==> config.mk <==
export PLATFORM = sky130hd
export DESIGN_NAME = debug_sequencer
export DESIGN_NICKNAME = d
export VERILOG_FILES = /design/src/rtl/debug_sequencer.sv
export SDC_FILE = /design/constraint.sdc
export NUM_CORES = 1
export LEC_CHECK = 0
export ABC_AREA = 1
export BUFFER_PORTS_ARGS = -buffer_cell sky130_fd_sc_hd__buf_2
export CORE_ASPECT_RATIO = 1.25
export CORE_MARGIN = 3
export CORE_UTILIZATION = 40
export CTS_BUF_LIST = sky130_fd_sc_hd__clkbuf_2
export DETAILED_ROUTE_END_ITERATION = 12
export MAX_ROUTING_LAYER = met4
export PLACE_DENSITY = 0.69
export SETUP_SLACK_MARGIN = 0.4
export SLEW_MARGIN = 20
export SYNTH_ARGS = -nofsm -noshare
export SYNTH_HDL_FRONTEND = slang
export SYNTH_SLANG_ARGS = --single-unit
==> constraint.sdc <==
create_clock -name clk -period 2.9 [get_ports clk]
set_input_delay 0.145 -clock clk [delete_from_list [all_inputs] [get_ports clk]]
set_output_delay 0.145 -clock clk [all_outputs]
set_load 0.05 [all_outputs]
==> src/rtl/debug_sequencer.sv <==
// Debug run sequencer: arms, runs and drains the hit generator while collecting TDC sample statistics.
// All outputs registered; optional RUN watchdog enabled by defining DEBUG_SEQ_WATCHDOG_EN.
module debug_sequencer #(
  parameter int CODE_W           = 8,
  parameter int CNT_W            = 16,
  parameter int ARM_CYCLES       = 4,
  parameter int DRAIN_CYCLES     = 512,
  parameter int EXPECTED_SAMPLES = 720,
  parameter int TIMEOUT_CYCLES   = 1048576
) (
  input  logic              clk,
  input  logic              rst,
  input  logic              start,
  input  logic              abort,
  input  logic              dbg_finished,
  input  logic              tdc_valid,
  input  logic [CODE_W-1:0] tdc_code,
  output logic              dbg_rst,
  output logic              dbg_enable,
  output logic              hit_enable,
  output logic              busy,
  output logic              done,
  output logic              error,
  output logic [CNT_W-1:0]  sample_count,
  output logic [CODE_W-1:0] code_min,
  output logic [CODE_W-1:0] code_max
);

  localparam int PH_MAX = (ARM_CYCLES > DRAIN_CYCLES) ? ARM_CYCLES : DRAIN_CYCLES;
  localparam int PH_W   = $clog2(PH_MAX + 1);
  localparam logic [PH_W-1:0]  ARM_LAST   = PH_W'(ARM_CYCLES - 1);
  localparam logic [PH_W-1:0]  DRAIN_LAST = PH_W'(DRAIN_CYCLES - 1);
  localparam logic [CNT_W-1:0] CNT_SAT    = '1;
  localparam logic [CNT_W-1:0] CNT_EXP    = CNT_W'(EXPECTED_SAMPLES);

  if (ARM_CYCLES < 1 || DRAIN_CYCLES < 1 || TIMEOUT_CYCLES < 1) begin : g_bad_cfg
    $error("debug_sequencer: ARM_CYCLES, DRAIN_CYCLES and TIMEOUT_CYCLES must be >= 1");
  end

  typedef enum logic [2:0] {
    S_IDLE,
    S_ARM,
    S_RUN,
    S_DRAIN,
    S_DONE
  } state_t;

  state_t            state, state_d;
  logic [PH_W-1:0]   ph_cnt, ph_cnt_d;
  logic [CNT_W-1:0]  cnt_d;
  logic [CODE_W-1:0] min_d, max_d;
  logic              err_d;
  logic              smp_vld, smp_vld_d;
  logic [CODE_W-1:0] smp_code, smp_code_d;
  logic              count_en;
  logic              busy_d, dbg_rst_d, dbg_en_d, hit_en_d, done_d;

`ifdef DEBUG_SEQ_WATCHDOG_EN
  localparam int WD_W = $clog2(TIMEOUT_CYCLES + 1);
  localparam logic [WD_W-1:0] WD_LAST = WD_W'(TIMEOUT_CYCLES - 1);

  logic [WD_W-1:0] wd_cnt, wd_cnt_d;

  // Counts RUN cycles only; any other state holds it at zero so RUN entry starts fresh.
  assign wd_cnt_d = (state == S_RUN) ? wd_cnt + WD_W'(1) : '0;

  always_ff @(posedge clk or posedge rst) begin
    if (rst) begin
      wd_cnt <= '0;
    end else begin
      wd_cnt <= wd_cnt_d;
    end
  end
`endif

  always_comb begin
    state_d    = state;
    ph_cnt_d   = ph_cnt + PH_W'(1);
    cnt_d      = sample_count;
    min_d      = code_min;
    max_d      = code_max;
    err_d      = error;
    smp_vld_d  = 1'b0;
    smp_code_d = smp_code;
    count_en   = tdc_valid && ((state == S_RUN) || (state == S_DRAIN));

    // Second stage of the extreme tracker: compare the sample captured last cycle.
    if (smp_vld) begin
      if (smp_code < code_min) min_d = smp_code;
      if (smp_code > code_max) max_d = smp_code;
    end

    if (count_en) begin
      smp_vld_d  = 1'b1;
      smp_code_d = tdc_code;
      if (sample_count == CNT_SAT) begin
        err_d = 1'b1;
      end else begin
        cnt_d = sample_count + CNT_W'(1);
      end
    end

    case (state)
      S_IDLE: begin
        if (start && !abort) begin
          state_d = S_ARM;
          cnt_d   = '0;
          min_d   = '1;
          max_d   = '0;
          err_d   = 1'b0;
        end
      end
      S_ARM: begin
        if (ph_cnt == ARM_LAST) state_d = S_RUN;
      end
      S_RUN: begin
        if (dbg_finished) begin
          state_d = S_DRAIN;
        end
`ifdef DEBUG_SEQ_WATCHDOG_EN
        else if (wd_cnt == WD_LAST) begin
          state_d = S_DRAIN;
          err_d   = 1'b1;
        end
`endif
      end
      S_DRAIN: begin
        if (ph_cnt == DRAIN_LAST) state_d = S_DONE;
      end
      S_DONE: begin
        state_d = S_IDLE;
      end
      default: begin
        state_d = S_IDLE;
      end
    endcase

    if (abort && ((state == S_ARM) || (state == S_RUN) || (state == S_DRAIN))) begin
      state_d = S_IDLE;
      err_d   = 1'b1;
    end

    // Judge the run with the count that includes a sample on the final DRAIN cycle.
    if ((state_d == S_DONE) && (cnt_d != CNT_EXP)) err_d = 1'b1;

    if ((state_d != state) || (state_d == S_IDLE)) ph_cnt_d = '0;

    busy_d    = (state_d != S_IDLE);
    dbg_rst_d = (state_d == S_ARM) && (ph_cnt_d == '0);
    dbg_en_d  = ((state_d == S_ARM) && (ph_cnt_d != '0)) ||
                (state_d == S_RUN) || (state_d == S_DRAIN);
    hit_en_d  = (state_d == S_RUN);
    done_d    = (state_d == S_DONE);
  end

  always_ff @(posedge clk or posedge rst) begin
    if (rst) begin
      state        <= S_IDLE;
      ph_cnt       <= '0;
      smp_vld      <= 1'b0;
      smp_code     <= '0;
      dbg_rst      <= 1'b0;
      dbg_enable   <= 1'b0;
      hit_enable   <= 1'b0;
      busy         <= 1'b0;
      done         <= 1'b0;
      error        <= 1'b0;
      sample_count <= '0;
      code_min     <= '1;
      code_max     <= '0;
    end else begin
      state        <= state_d;
      ph_cnt       <= ph_cnt_d;
      smp_vld      <= smp_vld_d;
      smp_code     <= smp_code_d;
      dbg_rst      <= dbg_rst_d;
      dbg_enable   <= dbg_en_d;
      hit_enable   <= hit_en_d;
      busy         <= busy_d;
      done         <= done_d;
      error        <= err_d;
      sample_count <= cnt_d;
      code_min     <= min_d;
      code_max     <= max_d;
    end
  end

endmodule

==> impl_metrics.env, run 1 <==
export IMPL_worstPathArrival_ns=2.71
export IMPL_rsz0062_at_grt="no"
export IMPL_final_min_clock_period_ns=2.29
export IMPL_min_path_cells=4
export IMPL_fillers=883
export IMPL_synth_nets=509
export IMPL_synthCells=478
export IMPL_wl_um=8870
export IMPL_hold_path_startpoint="start"
export IMPL_clock_path_buffers=2
export IMPL_reg2reg_depth=12
export IMPL_tns_ns=0
export IMPL_final_cell_mix="105 x nand2_1, 80 x inv_1, 52 x dfrtp_1, 51 x buf_2, 41 x nand3_1"
export IMPL_finalWeightedCongestion=0.871
export IMPL_num_rows=38
export IMPL_design_core_area_um2=8750
export IMPL_h_tree_depth=3
export IMPL_die_area_um2=10200
export IMPL_diodes=0
export IMPL_ys_seq_area_share_pct=41.9
export IMPL_rr_startpoint="sample_count[0]"
export IMPL_cts_root_buf="clkbuf_2"
export IMPL_synth_top_cell_by_area="dfrtp_1"
export IMPL_antenna_found_initial=0
export IMPL_cts_buffers=9
export IMPL_cap_violations=0
export IMPL_period_share_pct=79.1
export IMPL_dp_hpwl_um=6570
export IMPL_synth_top_area_share_pct=36.0
export IMPL_postLayoutCoreUtil_pct=48.4
export IMPL_synthAdderAreaFrac_pct=5.89
export IMPL_synth_top_family_by_area="simple AND/OR/NAND/NOR gates"
export IMPL_drt_iter0_markers=204
export IMPL_status="complete, no violations"
export IMPL_r2r_end="error"
export IMPL_whs_endpoint="sample_count[5]"
export IMPL_ff2ff_setup_slack_ns=0.61
export IMPL_vias=3345
export IMPL_ant_nets=0
export IMPL_synthArstFlopShare_pct=100
export IMPL_synth_edff_count=0
export IMPL_slew_violations=0
export IMPL_crit_required_ns=3.31
export IMPL_final_nets=577
export IMPL_synth_area_um2=3610
export IMPL_place_area_um2=3970
export IMPL_grt_pass1_vias=3228
export IMPL_avgSynthCellArea_um2=7.55
export IMPL_yosys_area_share_simple_pct=28.3
export IMPL_ios=52
export IMPL_grtUsageTotal_pct=18.8
export IMPL_relSlewSlack_pct=64.2
export IMPL_design_area_um2=4230
export IMPL_power_density_nw_per_um2=850
export IMPL_synth_compound_area_share_pct=10.7
export IMPL_port_buffer_count=51
export IMPL_die_h_um=112
export IMPL_end_kind="register"
export IMPL_synthTopCellsByArea="dfrtp_1 36%, nand2_1 11%, inv_1 8.4%, ha_1 5.9%, dfstp_2 5.8%"
export IMPL_synth_xor_area_share_pct=2.43
export IMPL_layout_setup_ws_ns=0.606
export IMPL_skew_ns=0.0358
export IMPL_syn2layout_area_growth_pct=17.2
export IMPL_clk_insertion_delay_late_ns=0.52
export IMPL_dr_pass1_iters=5
export IMPL_worstMarginPinSlew_ns=0.537
export IMPL_drc_errors=0
export IMPL_cts_sinks=60
export IMPL_hold_viol=0
export IMPL_drt_vias_per_instance=4.99
export IMPL_start_util_pct=41.3
export IMPL_clk_pin_slew_ns=0.16
export IMPL_place_ws_ns=0.455
export IMPL_globalRouteOverflowTotal=0
export IMPL_wire_per_inst_um=13.2
export IMPL_synth_seq_cells=60
export IMPL_start_kind="register"
export IMPL_setup_violations=0
export IMPL_critPathKind="register to register"
export IMPL_layout_commonest_cell="nand2_1"
export IMPL_crit_fanout=9
export IMPL_die_x_um=91.0
export IMPL_grt_pass1_wl_um=15000
export IMPL_irDropWorstVdd_v=0.000268
export IMPL_fmax_ghz=0.436
export IMPL_ys_flop_type="dfrtp_1"
export IMPL_grt_max_degree=39
export IMPL_power_leakage_nw=2.28
export IMPL_crit_start="sample_count[0]"
export IMPL_holdWs_ns=0.0432
export IMPL_hold_path_class="primary input to register"
export IMPL_synth_cell_types=35
export IMPL_drive_gt1_share_pct=19.8
export IMPL_cts_tree="done"
export IMPL_muxShareOfSynthArea_pct=0
export IMPL_yosysWarningCount=0
critical path: stages, from the launching register on:
cell,delay (ns)
dfrtp_1,0.44
ha_1,0.31
nand3_2,0.17
nor3_4,0.23
nand3_2,0.25
nand3_1,0.16
o211ai_1,0.14
nor2_1,0.13
nand2_1,0.06
nor2_1,0.11
nand2_1,0.09
nand2_1,0.06
nand2_1,0.05
power by group:
group / leakage, nW / internal (mW) / total [mW] / switching (mW)
Sequential: 0.762 / 1.02 / 1.20 / 0.176
Clock: 0.0717 / 0.202 / 0.514 / 0.312
Combinational: 1.45 / 0.660 / 1.89 / 1.23
cell type report:
cell class / instances / area, µm² / share of cell area (%)
clock inverters: 5 / 52.6 / 1.24
flip-flops and latches: 60 / 1510 / 35.7
well taps: 120 / 150 / 3.55
repair buffers: 69 / 415 / 9.82
clock buffers: 11 / 55.1 / 1.30
multi-input cells: 317 / 1710 / 40.3
inverters: 89 / 339 / 8.02
Yosys cell counts (6+ instances only):
| master | n |
|---|---|
| nand3_1 | 41 |
| o21ai_0 | 30 |
| nor2_1 | 39 |
| clkbuf_1 | 6 |
| nand2_1 | 105 |
| a21oi_1 | 19 |
| ha_1 | 17 |
| nor3_1 | 10 |
| o221ai_1 | 8 |
| inv_1 | 81 |
| nand4_1 | 7 |
| dfstp_2 | 8 |
| dfrtp_1 | 52 |
| xor2_1 | 9 |
kinds of logic (layout without fill, tap and decap cells):
kind of cell	Yosys count	count (layout)
buffers and inverters	101	174
AOI/OAI and AO/OA	66	66
xor gates and xnor gates	10	10
and+or+nand+nor	224	224
adders and majority gates	17	17
DFF	60	60
stage by stage:
step | power (mW) | instances
after floorplan | 2.52 | 478
after global placement | 2.87 | 639
after detailed placement | 2.91 | 639
after CTS | 3.45 | 665
after global routing | 3.92 | 671
final | 3.60 | 671
worst max path at each step:
stage            end  slack [ns]  depth (start not counted)
3_5_place_dp   error        0.46                         12
4_1_cts        error        0.41                         12
2_1_floorplan  error        0.67                         14
3_3_place_gp   error        0.50                         12
5_1_grt        error        0.44                         11
6_report       error        0.61                         12
state kept, by name, summed over array words and instances, names as in the netlist:
signal,count
sample_count,16
ph_cnt,10
code_max,8
code_min,8
smp_code,8
state,3
busy,1
dbg_enable,1
dbg_rst,1
done,1
error,1
hit_enable,1
smp_vld,1
per-layer routing:
metal / vias up / routed length, µm / track usage, % / share of wire [%]
met2: 73 / 4580 / 32.1 / 52
met4: 0 / 110 / 5.53 / 1.2
met3: 16 / 334 / 4.56 / 3.8
li1: 1672 / - / - / -
met5: - / 0 / - / 0
met1: 1584 / 3850 / 21.8 / 43
repair_timing:
action	4_1_cts	5_1_grt
setup buffers	0	6
resized for setup	0	2
hold buffers	10	0
endpoints found under the setup margin	0	2
endpoints found under the hold margin	31	0
Power figures use the tool's default switching activity.
==> run 2, diff against run 1 <==
Clock period 2.9 ns to 2.28 ns, I/O delays scaled along.
==> run 2 against run 1 <==
Net effect: register-to-register slack worse by 0.29 ns; sequential share of layout area is 3.5 points lower; largest power group unchanged; design area is 12% higher; sequential power is 28% higher; first-iteration DRC count is 13% lower; largest cell class unchanged; cell count is 5.1% higher; clock power is 29% higher; critical endpoint unchanged; via count is 6.5% higher; total power is 37% higher.
==> impl_metrics.env, run 2 (synthesis gave the netlist of run 1 again) <==
export IMPL_grtUsageTotal_pct=19.1
export IMPL_rr_startpoint="sample_count[0]"
export IMPL_wl_um=9710
export IMPL_setup_violations=0
export IMPL_die_area_um2=10200
export IMPL_worstPathCellList="ha_4 -> nand3_4 -> nor3_4 -> nand2_2 -> clkinv_2 -> nand2_2 -> nor3_2 -> nor2_1 -> nor2_1 -> nand3_1 -> nor2_2 -> nand2_1 -> nand2_1 -> nand2_1"
export IMPL_dr_pass1_iters=5
export IMPL_h_tree_depth=3
export IMPL_grt_max_degree=50
export IMPL_wire_per_inst_um=13.8
export IMPL_period_share_pct=86.2
export IMPL_rsz0062_at_grt="yes"
export IMPL_layout_setup_ws_ns=0.316
export IMPL_ios=52
export IMPL_power_density_nw_per_um2=1040
export IMPL_layout_commonest_cell="nand2_1"
export IMPL_cap_violations=0
export IMPL_grt_pass1_wl_um=15500
export IMPL_final_nets=611
export IMPL_reg2reg_depth=14
export IMPL_critPathKind="register to register"
export IMPL_dp_hpwl_um=6560
export IMPL_status="complete, no violations"
export IMPL_hold_viol=0
export IMPL_cts_buffers=9
export IMPL_clk_pin_slew_ns=0.17
export IMPL_holdWs_ns=0.0520
export IMPL_grt_pass1_vias=3486
export IMPL_ff2ff_setup_slack_ns=0.32
export IMPL_largest_reg_flops=16
export IMPL_crit_path_end="error"
export IMPL_hold_path_class="primary input to asynchronous set/reset pin"
export IMPL_num_rows=38
export IMPL_total_power_mw=4.94
export IMPL_die_h_um=112
export IMPL_multi_input_area_um2=1950
export IMPL_crit_start="sample_count[0]"
export IMPL_skew_ns=0.0185
export IMPL_cts_sinks=60
export IMPL_die_x_um=91.0
export IMPL_vias=3562
export IMPL_fillers=841
export IMPL_clock_path_buffers=2
export IMPL_syn2layout_area_growth_pct=31.8
export IMPL_crit_fanout=4
export IMPL_start_util_pct=41.3
export IMPL_postLayoutCoreUtil_pct=54.4
export IMPL_ant_nets=0
export IMPL_worstMarginPinSlew_ns=0.449
export IMPL_crit_required_ns=2.71
export IMPL_regMostFlops="sample_count"
export IMPL_design_core_area_um2=8750
export IMPL_r2r_end="error"
export IMPL_clk_insertion_delay_late_ns=0.53
export IMPL_end_kind="register"
export IMPL_globalRouteOverflowTotal=0
export IMPL_cp_common_cell="nand2_1"
export IMPL_drt_iter0_markers=178
export IMPL_place_ws_ns=0.127
export IMPL_final_min_clock_period_ns=1.96
export IMPL_cpPeakStageDelay_ns=0.42
export IMPL_irDropWorstVdd_v=0.000371
export IMPL_cp_slowest_cell="dfrtp_2"
export IMPL_drive_gt1_share_pct=34.0
export IMPL_final_cell_mix="94 x nand2_1, 75 x inv_1, 52 x buf_2, 35 x nand3_1"
export IMPL_cts_tree="done"
export IMPL_start_kind="register"
export IMPL_reg_top3="sample_count: 16 flops, ph_cnt: 10 flops"
export IMPL_diodes=0
export IMPL_relSlewSlack_pct=70.0
export IMPL_finalWeightedCongestion=0.863
export IMPL_power_leakage_nw=2.46
export IMPL_worstPathArrival_ns=2.39
export IMPL_antenna_found_initial=0
export IMPL_port_buffer_count=51
export IMPL_drc_errors=0
export IMPL_drt_vias_per_instance=5.05
export IMPL_fmax_ghz=0.509
export IMPL_regArea_um2=1540
export IMPL_cts_root_buf="clkbuf_2"
export IMPL_slew_violations=0
export IMPL_tns_ns=0
## run 2: layout make-up
type                       count  share of cell area, %
clock buffer                  12                   1.26
inverter                      89                   7.10
multi-input combinational    319                   41.0
timing repair buffer         101                   14.3
clock inverter                 4                  0.894
sequential                    60                   32.3
tap                          120                   3.16
## run 2: worst min path at each step
stage	to	slack, ns
after floorplan	state[2]	0.19
after global placement	busy	0.07
after detailed placement	hit_enable	0.08
after CTS	hit_enable	0.01
after global routing	busy	0.04
final	busy	0.05
## run 2: stage by stage
| step | cell area [µm²] | cells |
|---|---|---|
| floorplan | 3650 | 478 |
| global placement | 4080 | 646 |
| detailed placement | 4080 | 646 |
| CTS | 4470 | 687 |
| global route | 4760 | 705 |
| finish | 4760 | 705 |
## run 2: metal layers
layer / wire length [µm] / GRT usage (%) / up-vias
met5: 0 / - / -
met4: 206 / 7.95 / 0
met3: 416 / 3.35 / 17
met2: 5100 / 34.1 / 92
met1: 3980 / 20.9 / 1700
li1: - / - / 1753
## run 2: report_power, final
part           internal, mW  total, mW  switching [mW]
clock                 0.259      0.663           0.405
sequential             1.31       1.54           0.229
combinational         0.994       2.74            1.74
total                  2.56       4.94            2.38
## run 2: repair_timing
action | CTS | global route
buffers inserted | 13 | 15
gates cloned | 0 | 3
resized for setup | 20 | 40
hold buffers | 12 | 0
endpoints found under the setup margin | 26 | 29
pin swaps | 12 | 21
hold endpoints to repair | 65 | 0
## run 2: worst max-delay path: cells and delay by family, from the launching register on
kind / cells / cell delay [ns]
buf+inv: 1 / 0.07
simple gates: 12 / 1.24
flops: 1 / 0.42
fa+ha+maj: 1 / 0.15
